## src/rtl/vga_timing_pkg.sv

```systemverilog
// VGA 640x480@60 timing constants and the beam coordinate type.
// Shared by the raster generator and its axis counters.
package vga_timing_pkg;

  localparam int unsigned DEF_H_DISPLAY = 640;
  localparam int unsigned DEF_H_BACK    = 48;
  localparam int unsigned DEF_H_FRONT   = 16;
  localparam int unsigned DEF_H_SYNC    = 96;
  localparam int unsigned DEF_V_DISPLAY = 480;
  localparam int unsigned DEF_V_TOP     = 33;
  localparam int unsigned DEF_V_BOTTOM  = 10;
  localparam int unsigned DEF_V_SYNC    = 2;

  localparam int unsigned DEF_H_TOTAL =
    DEF_H_DISPLAY + DEF_H_FRONT + DEF_H_SYNC + DEF_H_BACK;
  localparam int unsigned DEF_V_TOTAL =
    DEF_V_DISPLAY + DEF_V_BOTTOM + DEF_V_SYNC + DEF_V_TOP;

  localparam int unsigned DEF_H_SYNC_START = DEF_H_DISPLAY + DEF_H_FRONT;
  localparam int unsigned DEF_H_SYNC_END   =
    DEF_H_SYNC_START + DEF_H_SYNC - 1;
  localparam int unsigned DEF_V_SYNC_START = DEF_V_DISPLAY + DEF_V_BOTTOM;
  localparam int unsigned DEF_V_SYNC_END   =
    DEF_V_SYNC_START + DEF_V_SYNC - 1;

  localparam int unsigned COORD_LIMIT = 1024;

  typedef logic [9:0] coord_t;

endpackage

```

## src/rtl/vga_axis_counter.sv

```systemverilog
// Modulo-TOTAL beam axis counter with count enable.
// o_nxt is the value the counter takes on the next edge.
module vga_axis_counter
  import vga_timing_pkg::*;
#(
  parameter int unsigned TOTAL = DEF_H_TOTAL
) (
  input  logic   clk,
  input  logic   rst_n,
  input  logic   i_en,
  output coord_t o_cnt,
  output coord_t o_nxt,
  output logic   o_wrap
);

  localparam coord_t LAST = coord_t'(TOTAL - 1);

  coord_t r_cnt;
  coord_t w_nxt;
  logic   w_last;

  assign w_last = (r_cnt == LAST);

  // next count: hold when idle, wrap at the last position
  always_comb begin
    w_nxt = r_cnt;
    if (i_en) begin
      w_nxt = w_last ? '0 : r_cnt + coord_t'(1);
    end
  end

  // counter register, cleared by synchronous reset
  always_ff @(posedge clk) begin
    if (!rst_n) begin
      r_cnt <= '0;
    end else begin
      r_cnt <= w_nxt;
    end
  end

  assign o_cnt  = r_cnt;
  assign o_nxt  = w_nxt;
  assign o_wrap = i_en && w_last;

endmodule

```

## src/rtl/vga_hvsync_gen.sv

```systemverilog
// VGA raster timing: beam position, syncs and display qualifier.
// Define HVSYNC_FRAME_PULSE_EN to add the frame_start output.
module vga_hvsync_gen
  import vga_timing_pkg::*;
#(
  parameter int unsigned H_DISPLAY = DEF_H_DISPLAY,
  parameter int unsigned H_BACK    = DEF_H_BACK,
  parameter int unsigned H_FRONT   = DEF_H_FRONT,
  parameter int unsigned H_SYNC    = DEF_H_SYNC,
  parameter int unsigned V_DISPLAY = DEF_V_DISPLAY,
  parameter int unsigned V_TOP     = DEF_V_TOP,
  parameter int unsigned V_BOTTOM  = DEF_V_BOTTOM,
  parameter int unsigned V_SYNC    = DEF_V_SYNC
) (
  input  logic       clk,
  input  logic       rst_n,
`ifdef HVSYNC_FRAME_PULSE_EN
  output logic       frame_start,
`endif
  output logic       hsync,
  output logic       vsync,
  output logic       display_on,
  output logic [9:0] hpos,
  output logic [9:0] vpos
);

  localparam int unsigned H_TOTAL =
    H_DISPLAY + H_FRONT + H_SYNC + H_BACK;
  localparam int unsigned V_TOTAL =
    V_DISPLAY + V_BOTTOM + V_SYNC + V_TOP;
  localparam int unsigned H_SYNC_START = H_DISPLAY + H_FRONT;
  localparam int unsigned H_SYNC_END   = H_SYNC_START + H_SYNC - 1;
  localparam int unsigned V_SYNC_START = V_DISPLAY + V_BOTTOM;
  localparam int unsigned V_SYNC_END   = V_SYNC_START + V_SYNC - 1;

  localparam coord_t HS_LO = coord_t'(H_SYNC_START);
  localparam coord_t HS_HI = coord_t'(H_SYNC_END);
  localparam coord_t VS_LO = coord_t'(V_SYNC_START);
  localparam coord_t VS_HI = coord_t'(V_SYNC_END);
  localparam coord_t H_VIS = coord_t'(H_DISPLAY);
  localparam coord_t V_VIS = coord_t'(V_DISPLAY);

  if (H_TOTAL > COORD_LIMIT || V_TOTAL > COORD_LIMIT) begin : g_bad_total
    $error("vga_hvsync_gen: H_TOTAL/V_TOTAL exceed 1024");
  end

  coord_t w_hcnt;
  coord_t w_hnxt;
  coord_t w_vcnt;
  coord_t w_vnxt;
  logic   w_hwrap;
  logic   w_vwrap;

  logic   r_hsync;
  logic   r_vsync;
  logic   r_de;

  vga_axis_counter #(
    .TOTAL (H_TOTAL)
  ) u_hcnt (
    .clk    (clk),
    .rst_n  (rst_n),
    .i_en   (1'b1),
    .o_cnt  (w_hcnt),
    .o_nxt  (w_hnxt),
    .o_wrap (w_hwrap)
  );

  vga_axis_counter #(
    .TOTAL (V_TOTAL)
  ) u_vcnt (
    .clk    (clk),
    .rst_n  (rst_n),
    .i_en   (w_hwrap),
    .o_cnt  (w_vcnt),
    .o_nxt  (w_vnxt),
    .o_wrap (w_vwrap)
  );

  // decode syncs/qualifier from next counts so they align with hpos/vpos
  always_ff @(posedge clk) begin
    if (!rst_n) begin
      r_hsync <= 1'b1;
      r_vsync <= 1'b1;
      r_de    <= 1'b1;
    end else begin
      r_hsync <= !(w_hnxt >= HS_LO && w_hnxt <= HS_HI);
      r_vsync <= !(w_vnxt >= VS_LO && w_vnxt <= VS_HI);
      r_de    <= (w_hnxt < H_VIS) && (w_vnxt < V_VIS);
    end
  end

`ifdef HVSYNC_FRAME_PULSE_EN
  logic r_fs;

  // next state is (0,0) on reset or when both axes wrap together
  always_ff @(posedge clk) begin
    if (!rst_n) begin
      r_fs <= 1'b1;
    end else begin
      r_fs <= w_vwrap;
    end
  end

  // held low while reset is applied, so the post-release pulse is clean
  assign frame_start = r_fs && rst_n;
`else
  logic w_unused;
  assign w_unused = w_vwrap;
`endif

  assign hsync      = r_hsync;
  assign vsync      = r_vsync;
  assign display_on = r_de;
  assign hpos       = w_hcnt;
  assign vpos       = w_vcnt;

endmodule

```

## config.mk

```make
export PLATFORM = sky130hd
export DESIGN_NAME = vga_hvsync_gen
export DESIGN_NICKNAME = d
export VERILOG_FILES = /design/src/rtl/vga_timing_pkg.sv /design/src/rtl/vga_axis_counter.sv /design/src/rtl/vga_hvsync_gen.sv
export SDC_FILE = /design/constraint.sdc
export NUM_CORES = 1
export LEC_CHECK = 0
export CAP_MARGIN = 15
export CORE_ASPECT_RATIO = 0.6
export CORE_MARGIN = 4
export CORE_UTILIZATION = 50
export DETAILED_ROUTE_END_ITERATION = 10
export HOLD_SLACK_MARGIN = 0.12
export PLACE_DENSITY = 0.78
export SYNTH_ARGS = -nofsm -noshare
export SYNTH_HDL_FRONTEND = slang
export SYNTH_SLANG_ARGS = --single-unit
export TNS_END_PERCENT = 20
```

## constraint.sdc

```tcl
create_clock -name clk -period 3 [get_ports clk]
set_clock_uncertainty 0.05 [all_clocks]
set_input_delay 0.3 -clock clk [delete_from_list [all_inputs] [get_ports clk]]
set_output_delay 0.3 -clock clk [all_outputs]
set_load 0.02 [all_outputs]
```

* Yosys cells after proc, flatten, opt, wreduce, memory -nomap -nowiden
Index checks and enable logic that the tools add are counted.
** Operators by class
- Order comparisons :: 6
- Add/subtract/negate cells :: 2
- Reductions and logical operators :: 5
- Equality and inequality tests :: 2
- Muxes and demuxes :: 3
** Operators by type and width (number)
- $mux W10 :: 3
- $add A10 B1 Y10 const B :: 2
- $eq A10 B10 Y1 const B :: 2
- $ge A10 B10 Y1 const B :: 1
- $ge A10 B9 Y1 const B :: 1
- $le A10 B10 Y1 const B :: 1
- $le A10 B9 Y1 const B :: 1
- $lt A10 B10 Y1 const B :: 1
- $lt A10 B9 Y1 const B :: 1
- $logic_and A1 B1 Y1 :: 3
- $logic_not A1 Y1 :: 2
** Word-level totals
- Logic and storage cells :: 23
- Output and inout bits :: 23
- Register bits after elaboration :: 23
- Input port bits :: 2

* Depth between registers and ports, before layout
- Word-level depth :: 6
- Mapped depth :: 8
- Gate-level depth less buffers :: 8

* Hierarchy
From an unflattened synthesis, not the netlist that was laid out.
** Second synthesis, totals
- Cells, all modules :: 142
- Area total of the unflattened synthesis :: 1278.7 µm²
** By module, submodules not included
- vga_axis_counter at u_hcnt :: area an instance 573.0 µm², times used 1, cells an instance 63, sequential area each 200.2 µm²
- vga_axis_counter at u_vcnt :: area an instance 563.0 µm², times used 1, cells an instance 64, sequential area each 200.2 µm²
- vga_hvsync_gen :: area an instance 142.6 µm², times used 1, cells an instance 15, sequential area each 60.1 µm²

* Worst setup path before layout
OpenSTA, ideal clock, no wires.
- Kind :: register -> register
- From :: register u_hcnt.r_cnt[0], in the netlist u_hcnt.o_cnt[0]
- To :: register r_vsync, in the netlist vsync
- Cell stages (with the launch flop) :: 8
- Setup time :: 129 ps
- Period minus slack after synthesis :: 2533 ps
- Buffers on the path :: 0
- Data required time :: 2821 ps
- Slack :: 467 ps
- Arrival time :: 2354 ps
- Cell sequence :: dfxtp_1 -> ha_1 -> nand4_1 -> or4_1 -> or4_1 -> a21boi_1 -> and4bb_1 -> nand4_1
** On the way
- Longest elaborated chain between the ends :: 5
- Elaborated cells between the ends (all ways) :: 6
- Those cells by class :: order compare (2); eq/ne (1); mux (1); reduce/logical (2)
** Ends and longest elaborated chain
- start: declaration :: RTL line vga_axis_counter.sv:18 : coord_t r_cnt;
- start signal: assignment :: RTL line vga_axis_counter.sv:37 : r_cnt <= w_nxt;
- $eq A10 B10 Y1 * :: RTL line vga_axis_counter.sv:22 : assign w_last = (r_cnt == LAST);
- $mux W10 * :: RTL line vga_axis_counter.sv:27 : if (i_en) begin
- $ge A10 B9 Y1 / $le A10 B9 Y1 (equally long branches) :: RTL line vga_hvsync_gen.sv:88 : r_vsync <= !(w_vnxt >= VS_LO && w_vnxt <= VS_HI);
- $logic_and A1 B1 Y1 * :: RTL line vga_hvsync_gen.sv:88
- $logic_not A1 Y1 * :: RTL line vga_hvsync_gen.sv:88
- end signal: assignment :: RTL line vga_hvsync_gen.sv:88
- end: declaration :: RTL line vga_hvsync_gen.sv:55 : logic r_vsync;
Mark *: on every way between the ends. The rest lies on a longest branch, timed or not.
A chain may end at the register's enable or synchronous reset.

* Worst setup path after layout
- From :: register u_hcnt.r_cnt[1], in the netlist u_hcnt.o_cnt[1]
- To :: register r_vsync, in the netlist vsync
The elaborated chain is that of the path after synthesis.

==> metrics.md <==
| Metric | Value |
|---|---|
| WP data arrival | `about 2800 ps` |
| Area grow syn2layout | `25.63%` |
| 1st-iter DRT viols | `100` |
| Hold WS | `454.9 ps` |
| Status | `finished, final reports clean` |
| Placer Congestion | `~0.9` |
| Total of max-cap violations | `0` |
| DR vias/cell | `5.824` |
| Critical-path maximum fanout | `11` |
| Initial antenna violation count | `0` |
| #FFs+latches synth | `23` |
| Logic pwr share | `0.048` |
| Worst-Margin Slew | `around 530 ps` |
| Final WS setup | `~260 ps` |
| Rows | `13` |
| CP endpoint kind | `flip-flop` |
| Die area | `~3400 um^2` |
| Crit path launch type | `flip-flop` |
| Sequential fraction of the synthesis area | `0.3713` |
| Final wirelength | `approximately 3.0 mm` |
| Clock sink count | `23` |
| Largest family of logic cells by synthesized area | `simple AND/OR/NAND/NOR gates` |
| Clk pwr share | `0.351` |
| RSZ-0062 raised after global routing | `no` |
| Clock Pin Slew Worst Setup and Hold Paths | `roughly 80 ps` |
| Top FF cell, synth | `dfxtp_1` |
| IO Count | `25` |
| Netlist Area Pre-Place | `about 1200 um^2` |
| Post-synthesis xor/xnor area fraction | `0.07064` |
| Core area | `2261 um^2` |
| Nets@finish | `roughly 180` |
| Maximum vdd drop | `approximately 0.37 mV` |
| CTS tree | `done` |
| Post-Syn Instances | `roughly 150` |
| Synth Area in Adders | `0.04036` |
| Finished Cell Area | `about 1600 um^2` |
| Clk_lat worst skew | `250 ps` |
| Sw Share | `0.2066` |
| Sequential power share | `0.601` |
| First-pass GRT wire length | `around 4.7 mm` |
| TritonRoute pass-1 iters | `4` |
| Clock root buffer | `clkbuf_8` |
| Overflow after GRT | `0` |
| P_int | `a little over 400 uW` |
| Synth Area in Compound Gates | `0.1231` |
| Vias after detailed routing | `between 1000 and 1500` |
| Tmin final | `about 2700 ps` |
| Post-route ant nets | `0` |
| Setup TNS | `0 ps` |
| DRC | `0` |
| H-Tree Level Count | `1` |
| Leak pwr | `between 0.5 and 0.6 nW` |
| Synth Area in Simple Gates | `0.3512` |
| Overall Global Routing Usage | `0.1832` |
| Largest net degree at the start of global routing | `18` |
| Ys async rst share | `0` |
| Period utilisation layout | `0.9118` |
| Final hold viol count | `0` |
| Sw Pwr | `around 110 uW` |
| Port Buf Inserts | `24` |
| Share of layout cells above drive strength 1 | `0.05714` |
| PwrDens | `between 300 and 400 nW/um^2` |
| Drt wl/cell | `approximately 15 um` |
| Most frequent CP cell | `nand4_1` |
| Synth Warn # | `0` |
| Setup Viol. Count Final | `0` |
| Portion of netlist area occupied by mux cells | `0` |
| Slew Limit Fails | `0` |
| Slew headroom | `0.6451` |
| Crit-path leading delay family | `simple AND/OR/NAND/NOR gates` |
| Max incr delay on CP | `between 600 and 700 ps` |
| Distinct cells, synth | `38` |
| Post-DP Area | `1509 um^2` |
| Width of the die | `between 70 and 80 um` |
| Clock buffer depth | `2` |
| # fillers | `around 180` |
| Initial core utilization | `0.5484` |
| F_max | `365.6 MHz` |
| DP HPWL | `2.193 mm` |
| Critical path, cell by cell | `ha_1, nand4_1, or4_4, or4_1, a21boi_1, and4bb_1, nand4_1` |
| Vias in the first global route | `980` |
| Synth Net Count | `between 150 and 200` |
| Avg Inst Size Synth | `approximately 8 um^2` |
| Place WS | `around 200 ps` |
| Post-synth EDFFs | `0` |
| Critical setup path kind | `flip-flop to flip-flop` |
| Worst Path Buf+Inv | `0` |
| Die height | `roughly 47 um` |
| Min-delay worst type | `flip-flop to flip-flop` |
| Critical path's slowest cell | `or4_4` |
| Crit path required time | `about 3000 ps` |
| Ant diodes | `0` |
| CTS buffer count | `3` |
[path summary, 6_finish.rpt]
check,from,endpoint,slack (ps),cells after the start
max reg2reg,u_hcnt.o_cnt[1],vsync,260,7
min,u_hcnt.o_cnt[0],u_hcnt.o_cnt[0],450,1
max,u_hcnt.o_cnt[1],vsync,260,7
min reg2reg,u_hcnt.o_cnt[0],u_hcnt.o_cnt[0],450,1
[per-layer routing]
| metal | global-route usage | up-vias | part of all wire |
|---|---|---|---|
| li1 | - | 581 | - |
| met1 | 0.2698 | 536 | 0.46 |
| met2 | 0.2658 | 73 | 0.40 |
| met3 | 0.04793 | 4 | 0.12 |
| met4 | 0.03745 | 0 | 0.012 |
| met5 | 0 | - | 0 |
[cells by family (layout without fill, tap and decap cells)]
| group | count (synthesis) | count (layout) |
|---|---|---|
| AO/OA/AOI/OAI | 24 | 24 |
| flip-flops | 23 | 23 |
| XOR/XNOR | 10 | 10 |
| buffers and inverters | 14 | 38 |
| AND/OR/NAND/NOR | 76 | 76 |
| adder cells (fa/ha/maj) | 4 | 4 |
[area by class of cell]
cell class,count,area [um^2],share of cell area
Inverter,8,30.03,0.01928
Timing Repair Buffer,26,255.2,0.1639
Multi-Input combinational cell,114,729.5,0.4683
Sequential cell,23,460.4,0.2956
Tap cell,30,37.54,0.02410
Clock buffer,4,45.04,0.02892
[repair_timing]
item | CTS | global route
buffers inserted | 0 | 0
resized for setup | 0 | 1
hold buffers | 0 | 0
endpoints found under the setup margin | 0 | 1
[per-stage QoR]
step,power (mW),instances,util
finish,0.5223,205,0.6890
detailed placement,0.3460,201,0.6674
CTS,0.5268,205,0.6873
global placement,0.3439,201,0.6674
global route,0.5471,205,0.6890
floorplan,0.3327,151,-
[power by group through the flow]
stage | Sequential, mW | Clock [mW] | Combinational, mW
6_report | 0.314 | 0.184 | 0.0251
5_1_grt | 0.314 | 0.206 | 0.0268
4_1_cts | 0.314 | 0.188 | 0.0251
3_5_place_dp | 0.321 | 0 | 0.0252
3_3_place_gp | 0.320 | 0 | 0.0241
2_1_floorplan | 0.324 | 0 | 0.00881
[synth_stat cells (2+ instances only)]
cell | count | share of area
dfxtp_1 | 23 | 0.37
nand2_1 | 16 | 0.048
nor2_1 | 10 | 0.030
nand3_1 | 9 | 0.036
inv_1 | 8 | 0.024
nor2b_1 | 7 | 0.035
o21ai_0 | 7 | 0.028
and2_1 | 6 | 0.030
xnor2_1 | 6 | 0.042
a21oi_1 | 5 | 0.020
clkbuf_1 | 5 | 0.015
nor3_1 | 5 | 0.020
ha_1 | 4 | 0.040
xor2_1 | 4 | 0.028
and3_1 | 3 | 0.015
nand3b_1 | 3 | 0.018
nand4_1 | 3 | 0.015
nor4_1 | 3 | 0.015
nand2b_1 | 2 | 0.010
o22ai_1 | 2 | 0.010
o31ai_1 | 2 | 0.012
or4_1 | 2 | 0.012
[placed cells by master, fill, tap and decap left out, types with 2 or more instances in the layout]
cell | synthesis | final
nand4_1 | 3 | 3
nand2b_1 | 2 | 2
a21oi_1 | 5 | 5
nand2_1 | 16 | 16
and2_1 | 6 | 6
xnor2_1 | 6 | 6
o22ai_1 | 2 | 2
clkdlybuf4s50_1 | 0 | 24
nor2_1 | 10 | 10
xor2_1 | 4 | 4
nand3b_1 | 3 | 3
nor4_1 | 3 | 3
nand3_1 | 9 | 9
buf_4 | 0 | 2
inv_1 | 8 | 8
o31ai_1 | 2 | 2
clkbuf_8 | 0 | 3
nor3_1 | 5 | 5
nor2b_1 | 7 | 7
ha_1 | 4 | 4
dfxtp_1 | 23 | 23
o21ai_0 | 7 | 7
and3_1 | 3 | 3
[flip-flops by register name, indices dropped and copies added, names as in the netlist]
name,count
display_on,1
hsync,1
u_hcnt.o_cnt,10
u_vcnt.o_cnt,10
vsync,1
Note: power is estimated with default switching activity, not from simulation.
